==> src/rtl/issue_scheduler.sv <==
// In-order issue scheduler: scoreboard, unit busy flags and stall counter.
// Decides same-cycle issue of one decoded instruction per clock.
module issue_scheduler (
  input  logic        clk,
  input  logic        rst,
  input  logic        in_valid,
  input  logic [3:0]  in_dispatch_unit,
  input  logic [2:0]  in_rs_fpu,
  input  logic [4:0]  in_rs1,
  input  logic [4:0]  in_rs2,
  input  logic [4:0]  in_rs3,
  input  logic [4:0]  in_rd,
  input  logic        in_reg_write,
  input  logic        in_fpu_reg_write,
  input  logic        flush,
  input  logic        lalu_done,
  input  logic        lfpu_done,
  input  logic        mem_done,
  input  logic        io_done,
  input  logic [4:0]  lalu_rd,
  input  logic [4:0]  lfpu_rd,
  input  logic [4:0]  mem_rd,
  input  logic        mem_fp,
  output logic        in_ready,
  output logic        issue_valid,
  output logic [3:0]  issue_unit,
  output logic [31:0] stall_cycles
);

  localparam logic [3:0] U_LALU  = 4'd2;
  localparam logic [3:0] U_LOAD  = 4'd4;
  localparam logic [3:0] U_STORE = 4'd5;
  localparam logic [3:0] U_LFPU  = 4'd7;
  localparam logic [3:0] U_IN    = 4'd8;
  localparam logic [3:0] U_OUT   = 4'd9;

  typedef enum logic {RUN, STALL} state_t;

  state_t      r_state;
  logic [63:0] r_pend;
  logic        r_lalu_busy;
  logic        r_lfpu_busy;
  logic        r_mem_busy;
  logic        r_io_busy;
  logic        r_io_wr;
  logic        r_io_fp;
  logic [4:0]  r_io_rd;

  logic        w_illegal;
  logic        w_struct;
  logic        w_raw;
  logic        w_waw;
  logic        w_hazard;
  logic        w_ready;
  logic        w_wr;
  logic        w_x0;
  logic        w_set_pend;
  logic [5:0]  w_set_idx;
  logic [63:0] w_pend_nxt;
  logic        w_lalu_nxt;
  logic        w_lfpu_nxt;
  logic        w_mem_nxt;
  logic        w_io_nxt;

  // Hazard detection and the same-cycle accept decision.
  always_comb begin
    w_illegal = (in_dispatch_unit >= 4'd10);
    w_struct  = 1'b0;
    case (in_dispatch_unit)
      U_LALU:  w_struct = r_lalu_busy;
      U_LOAD:  w_struct = r_mem_busy;
      U_STORE: w_struct = r_mem_busy;
      U_LFPU:  w_struct = r_lfpu_busy;
      U_IN:    w_struct = r_io_busy;
      U_OUT:   w_struct = r_io_busy;
      default: w_struct = 1'b0;
    endcase
    w_raw = r_pend[{in_rs_fpu[0], in_rs1}]
          | r_pend[{in_rs_fpu[1], in_rs2}]
          | (in_rs_fpu[2] & r_pend[{1'b1, in_rs3}]);
    w_waw = (in_reg_write & r_pend[{1'b0, in_rd}])
          | (in_fpu_reg_write & r_pend[{1'b1, in_rd}]);
    w_hazard = w_illegal | w_struct | w_raw | w_waw;
    w_ready  = ~rst & in_valid & ~w_hazard & ~flush;
  end

  assign in_ready    = w_ready;
  assign issue_valid = w_ready;
  assign issue_unit  = w_ready ? in_dispatch_unit : 4'd0;

  // Next scoreboard and busy state: completions clear, issue sets and wins.
  always_comb begin
    w_wr      = in_reg_write | in_fpu_reg_write;
    w_x0      = ~in_fpu_reg_write & (in_rd == 5'd0);
    w_set_idx = {in_fpu_reg_write, in_rd};
    w_set_pend = w_ready & ~w_x0 &
                 ((in_dispatch_unit == U_LALU) |
                  (in_dispatch_unit == U_LFPU) |
                  ((in_dispatch_unit == U_LOAD) & w_wr) |
                  ((in_dispatch_unit == U_IN) & w_wr));

    w_pend_nxt = r_pend;
    w_lalu_nxt = r_lalu_busy;
    w_lfpu_nxt = r_lfpu_busy;
    w_mem_nxt  = r_mem_busy;
    w_io_nxt   = r_io_busy;

    if (lalu_done && r_lalu_busy) begin
      w_pend_nxt[{1'b0, lalu_rd}] = 1'b0;
      w_lalu_nxt = 1'b0;
    end
    if (lfpu_done && r_lfpu_busy) begin
      w_pend_nxt[{1'b1, lfpu_rd}] = 1'b0;
      w_lfpu_nxt = 1'b0;
    end
    if (mem_done && r_mem_busy) begin
      w_pend_nxt[{mem_fp, mem_rd}] = 1'b0;
      w_mem_nxt = 1'b0;
    end
    if (io_done && r_io_busy) begin
      if (r_io_wr) begin
        w_pend_nxt[{r_io_fp, r_io_rd}] = 1'b0;
      end
      w_io_nxt = 1'b0;
    end

    if (w_set_pend) begin
      w_pend_nxt[w_set_idx] = 1'b1;
    end
    if (w_ready) begin
      case (in_dispatch_unit)
        U_LALU:  w_lalu_nxt = 1'b1;
        U_LFPU:  w_lfpu_nxt = 1'b1;
        U_LOAD:  w_mem_nxt  = 1'b1;
        U_STORE: w_mem_nxt  = 1'b1;
        U_IN:    w_io_nxt   = 1'b1;
        U_OUT:   w_io_nxt   = 1'b1;
        default: ;
      endcase
    end
    w_pend_nxt[0] = 1'b0;
  end

  // Scoreboard, busy flags and the latched I/O destination.
  always_ff @(posedge clk) begin
    if (rst) begin
      r_pend      <= 64'd0;
      r_lalu_busy <= 1'b0;
      r_lfpu_busy <= 1'b0;
      r_mem_busy  <= 1'b0;
      r_io_busy   <= 1'b0;
      r_io_wr     <= 1'b0;
      r_io_fp     <= 1'b0;
      r_io_rd     <= 5'd0;
    end else begin
      r_pend      <= w_pend_nxt;
      r_lalu_busy <= w_lalu_nxt;
      r_lfpu_busy <= w_lfpu_nxt;
      r_mem_busy  <= w_mem_nxt;
      r_io_busy   <= w_io_nxt;
      if (w_ready && in_dispatch_unit == U_IN) begin
        r_io_wr <= w_wr & ~w_x0;
        r_io_fp <= in_fpu_reg_write;
        r_io_rd <= in_rd;
      end else if (w_ready && in_dispatch_unit == U_OUT) begin
        r_io_wr <= 1'b0;
      end
    end
  end

  // Observational RUN/STALL tracker and saturating stall counter.
  always_ff @(posedge clk) begin
    if (rst) begin
      r_state      <= RUN;
      stall_cycles <= 32'd0;
    end else begin
      case (r_state)
        RUN: begin
          if (in_valid && w_hazard && !flush) r_state <= STALL;
        end
        STALL: begin
          if (!in_valid || flush || !w_hazard) r_state <= RUN;
        end
        default: r_state <= RUN;
      endcase
      if (in_valid && !flush && !w_ready &&
          stall_cycles != 32'hFFFF_FFFF) begin
        stall_cycles <= stall_cycles + 32'd1;
      end
    end
  end

endmodule

==> config.mk <==
export PLATFORM = sky130hd
export DESIGN_NAME = issue_scheduler
export DESIGN_NICKNAME = d
export VERILOG_FILES = /design/src/rtl/issue_scheduler.sv
export SDC_FILE = /design/constraint.sdc
export NUM_CORES = 1
export LEC_CHECK = 0
export BUFFER_PORTS_ARGS = -buffer_cell sky130_fd_sc_hd__clkbuf_2
export CORE_UTILIZATION = 50
export DETAILED_ROUTE_END_ITERATION = 10
export PLACE_DENSITY = 0.69
export SLEW_MARGIN = 20
export SYNTH_ARGS = -nofsm -noshare
export SYNTH_HDL_FRONTEND = slang
export SYNTH_SLANG_ARGS = --single-unit
==> constraint.sdc <==
create_clock -name clk -period 5.1 [get_ports clk]
set_clock_uncertainty 0.2 [all_clocks]
set_input_delay 0.51 -clock clk [delete_from_list [all_inputs] [get_ports clk]]
set_output_delay 0.51 -clock clk [all_outputs]
set_load 0.01 [all_outputs]
* After elaboration in Yosys (flattened, before gate mapping)
Cells that the tools add are included.
** Cells by class
- Muxes and demuxes :: 42
- Add/sub/neg operators :: 1
- Magnitude comparators :: 16
- Reduce and logical (&&, ||, !) cells :: 20
- Bitwise operators :: 36
- Equality and inequality tests :: 7
** Operators by type and width (number)
- $mux W64 :: 6
- $and A64 B64 Y64 :: 4
- $not A64 Y64 :: 3
- $not A32 Y64 :: 1
- $or A64 B64 Y64 :: 1
- $lt A6 B7 Y1 const B :: 8
- $add A32 B1 Y32 const B :: 1
- $ne A32 B32 Y1 const B :: 1
- $ge A6 B1 Y1 const B :: 4
- $mux W1 :: 24
- $demux W1 S6 :: 3
- $bmux W1 S5 :: 3
- $logic_and A1 B1 Y1 :: 14
- $lt A5 B7 Y1 const B :: 2
- $and A1 B1 Y1 :: 12
- $bmux W1 S6 :: 2
- $eq A4 B3 Y1 const B :: 3
- $demux W1 S5 :: 2
- $or A1 B1 Y1 :: 10
- $eq A4 B4 Y1 const B :: 2
- $ge A5 B1 Y1 const B :: 1
- $logic_not A5 Y1 :: 1
- $not A1 Y1 :: 5
- $eq A4 B2 Y1 const B :: 1
- 6 further kinds :: 8
** Storage, ports and cells
- Register bits after elaboration :: 107
- Logic and storage cells :: 132
- Output and inout port bits :: 38

* Longest topological paths before layout
- Word-level depth :: 16
- Mapped depth :: 14
- Mapped depth without buffers :: 8

* Worst setup path after synthesis
OpenSTA, ideal clock, no wires.
- Path type :: in2out
- Start point :: input port in_rs1[0]
- End point :: output port issue_valid
- Cell stages on the path :: 11
- Arrival time :: 2.812 ns
- Setup slack :: 1.578 ns
- Path through :: buf_2 -> buf_6 -> mux4_2 -> a211oi_1 -> a2111oi_2 -> nor4_2 -> and2_1 -> buf_6 -> buf_6 -> buf_6 -> buf_4
** On the way
- Longest elaborated chain between the ends :: 9
** Ends and longest elaborated chain
- from (decl) :: RTL line 9 : input logic [4:0] in_rs1,
- $bmux W1 S6 :: RTL line 78 : w_raw = r_pend[{in_rs_fpu[0], in_rs1}]
- $mux W1 (not written as such) :: RTL line 78
- $or A1 B1 Y1 :: RTL line 79 : | r_pend[{in_rs_fpu[1], in_rs2}]
- $or A1 B1 Y1 :: RTL line 80 : | (in_rs_fpu[2] & r_pend[{1'b1, in_rs3}]);
- $or A1 B1 Y1 (2 in series) :: RTL line 83 : w_hazard = w_illegal | w_struct | w_raw | w_waw;
- $not A1 Y1 :: RTL line 84 : w_ready = ~rst & in_valid & ~w_hazard & ~flush;
- $and A1 B1 Y1 (2 in series) :: RTL line 84
- to (decl) :: RTL line 25 : output logic issue_valid,
Every way passes these cells. The select of a mux whose other input is x is not followed.

* Worst setup path after layout
- Start point :: input port in_rd[1]
- End point :: output port issue_valid
** On the way
- Longest elaborated chain between the ends :: 8
** Ends and longest elaborated chain
- from (decl) :: RTL line 12 : input logic [4:0] in_rd,
- $bmux W1 S5, on equally long branches :: RTL line 81, 82
- $mux W1, on equally long branches :: RTL line 81, 82
- $and A1 B1 Y1, on equally long branches :: RTL line 81, 82
- $or A1 B1 Y1 * :: RTL line 82 : | (in_fpu_reg_write & r_pend[{1'b1, in_rd}]);
- $or A1 B1 Y1 * :: RTL line 83
- $not A1 Y1 * :: RTL line 84
- $and A1 B1 Y1 * (2 in series) :: RTL line 84
Every way passes the cells marked *; elsewhere a longest branch is shown, timed or not. The select of a mux whose other input is x is not followed.

==> impl_metrics.env <==
export IMPL_status="completed"
export IMPL_worstMarginPinSlew_ps=1190
export IMPL_post_route_period_util=0.900
export IMPL_cts_root_buf="clkbuf_16"
export IMPL_setup_violations=0
export IMPL_final_layout_size_suffix_gt1_frac=0.211
export IMPL_synth_area_um2=7940
export IMPL_path_cells="clkbuf_2 -> mux4_2 -> mux2_2 -> a22o_1 -> a2111oi_0 -> and4_1 -> and2_2 -> buf_4 -> clkbuf_2"
export IMPL_grt_pass1_vias=7285
export IMPL_synth_top_cell_by_area="dfxtp_1"
export IMPL_areaGrowthSynthToFinish_pct=9.47
export IMPL_syn_num_nets=973
export IMPL_first_iter_violations=981
export IMPL_cp_end_kind="output port"
export IMPL_synth_compound_area_frac=0.229
export IMPL_wl_per_cell_um=22.5
export IMPL_syn_avg_cell_area_um2=8.64
export IMPL_place_detailed_hpwl_um=19200
export IMPL_powerDensity_nw_per_um2=207
export IMPL_synth_edff_count=0
export IMPL_cts_tree="done"
export IMPL_ir_drop_uv=203
export IMPL_leakagePower_uw=0.00283
export IMPL_drt_total_wl_um=26500
export IMPL_critPathKind="input port to output port"
export IMPL_synth_flop_cell="dfxtp_1"
export IMPL_cts_buffers=9
export IMPL_start_util=0.517
export IMPL_clk_pin_slew_ps=70
export IMPL_hold_path_class="input port to flip-flop"
export IMPL_detail_route_first_pass_iterations=9
export IMPL_startpoint_type="input port"
export IMPL_portBuffers=90
export IMPL_drv_cap=0
export IMPL_worst_slack_ps=511
export IMPL_slew_headroom=0.200
export IMPL_slowest_delay_ps=570
export IMPL_synth_top_family_by_area="simple AND/OR/NAND/NOR gates"
export IMPL_setup_tns_ps=0
export IMPL_grt_max_degree=79
export IMPL_critPathRequiredTime_ps=4390
export IMPL_synth_mux_area_frac=0.206
export IMPL_ys_async_sr_fraction=0
export IMPL_max_freq_mhz=218
export IMPL_synthTopCellsByCount="112 x nand2_1, 106 x dfxtp_1, 66 x nor2_1"
export IMPL_num_antenna_cells=0
export IMPL_vias_per_cell=6.81
export IMPL_clock_sinks=106
export IMPL_postRouteAntennaNets=0
export IMPL_ys_seq_elements=106
export IMPL_yosysWarnings=0
export IMPL_cp_slowest_cell="mux4_2"
export IMPL_post_cts_buffers=0
export IMPL_route_detailed_drc=0
export IMPL_fp_dieArea_um2=16400
export IMPL_core_area_um2=15400
export IMPL_synthTopCellsByArea="dfxtp_1 27%, mux4_2 13%, o2111ai_1 6.9%"
export IMPL_cts_resized_gates=0
export IMPL_cp_common_cell="clkbuf_2"
export IMPL_rsz0062_at_grt="no"
export IMPL_fp_dieH_um=128
export IMPL_synthSimpleGateAreaFrac=0.243
export IMPL_ys_types=62
export IMPL_finalCriticalPeriod_ps=4590
export IMPL_synthAdderAreaFrac=0.00158
export IMPL_crit_path_max_fanout=31
export IMPL_slew_violations=0
export IMPL_grt_util_all_layers=0.326
export IMPL_vias=7997
export IMPL_rows=45
export IMPL_dp_slack_ps=558
export IMPL_grt_overflow=0
export IMPL_crit_arrival_ps=3880
export IMPL_synth_xor_area_share=0.00221
export IMPL_cts_buffer_depth=2
export IMPL_syn_inst=919
export IMPL_gp_congestion=0.925
export IMPL_yosysMostFrequentCell="nand2_1"
export IMPL_yosysSeqAreaShare=0.267
export IMPL_synth_top_area_share=0.267
export IMPL_grt_pass1_wl_um=41500
export IMPL_ios=91
export IMPL_nets=1012
export IMPL_hold_violations=0
export IMPL_antenna_found_initial=0
export IMPL_clkLatencyLatePin_ps=350
export IMPL_fp_dieW_um=128
export IMPL_h_tree_depth=3
export IMPL_hold_buffers=0
## layout make-up
| cell class | instances | area [um2] |
|---|---|---|
| well taps | 211 | 264 |
| flip-flops and latches | 106 | 2120 |
| clock buffers | 9 | 225 |
| fillers | 1432 | 6680 |
| repair buffers | 100 | 526 |
| multi-input cells | 731 | 5420 |
| clock inverters | 7 | 100 |
| inverters | 10 | 37.5 |
## metrics by stage
| step | power, uW | cell area, um2 | hold slack [ps] | util | cells |
|---|---|---|---|---|---|
| floorplan | 987 | 7940 | 248 | - | 919 |
| global placement | 1050 | 8360 | 255 | 0.544 | 1158 |
| detailed placement | 1050 | 8370 | 262 | 0.545 | 1158 |
| CTS | 1810 | 8700 | 242 | 0.566 | 1174 |
| global route | 1850 | 8700 | 265 | 0.566 | 1174 |
| finish | 1800 | 8700 | 245 | 0.566 | 1174 |
## path summary, 6_finish.rpt
path	startpoint	endpoint	slack, ps	cells past startpoint
max	in_rd[1]	issue_valid	510	9
min reg2reg	r_io_rd[0]	r_io_rd[0]	280	2
max reg2reg	r_pend[62]	r_io_rd[3]	1170	9
min	io_done	r_io_busy	250	3
## registers in the layout, summed over array words and instances (netlist names)
name          count
r_io_rd           5
stall_cycles     32
r_lalu_busy       1
r_lfpu_busy       1
r_io_fp           1
r_io_busy         1
r_pend           63
r_io_wr           1
r_mem_busy        1
## logic make-up after synthesis
| kind of cell | after synthesis |
|---|---|
| AND/OR/NAND/NOR | 369 |
| buffers and inverters | 82 |
| multiplexers | 100 |
| flip-flops | 106 |
| XOR/XNOR | 2 |
| adder cells (fa/ha/maj) | 1 |
| AO/OA/AOI/OAI | 259 |
## where the power goes
part	switching (uW)	internal, uW
Sequential	2.29	828
Combinational	137	66.2
Clock	333	435
## worst max-delay path, delay by kind of cell
kind            cells  cell delay, ps
compound gates      2             760
mux                 2             850
simple gates        2             740
buf+inv             3            1000
## cells in the final DEF, fill, tap and decap left out, types with 6 or more instances in the layout
master / count
o211ai_1: 6
clkbuf_2: 90
o21ai_0: 53
nor3b_1: 15
dfxtp_1: 106
a22oi_1: 61
nor3_1: 15
mux2_2: 13
or3_1: 16
o21ai_1: 22
nor2_1: 66
mux2i_1: 29
nand4_1: 12
mux4_2: 46
nand2b_1: 9
clkbuf_16: 9
nor4_1: 6
mux2_4: 7
inv_1: 9
nand2_1: 112
o2111ai_1: 63
and3_1: 12
nor2b_1: 24
buf_4: 10
nand3b_1: 13
a2111oi_0: 6
nand3_1: 31
a21oi_1: 21
## per-layer routing
| metal | up-vias | global-route usage | share of wire | wire length, um |
|---|---|---|---|---|
| met3 | 63 | 0.0747 | 0.11 | 2960 |
| met4 | 0 | 0.111 | 0.024 | 642 |
| li1 | 3673 | - | - | - |
| met2 | 454 | 0.497 | 0.44 | 11600 |
| met1 | 3807 | 0.453 | 0.42 | 11200 |
| met5 | - | 0 | 0 | 0 |
(Power assumes the default switching activity.)
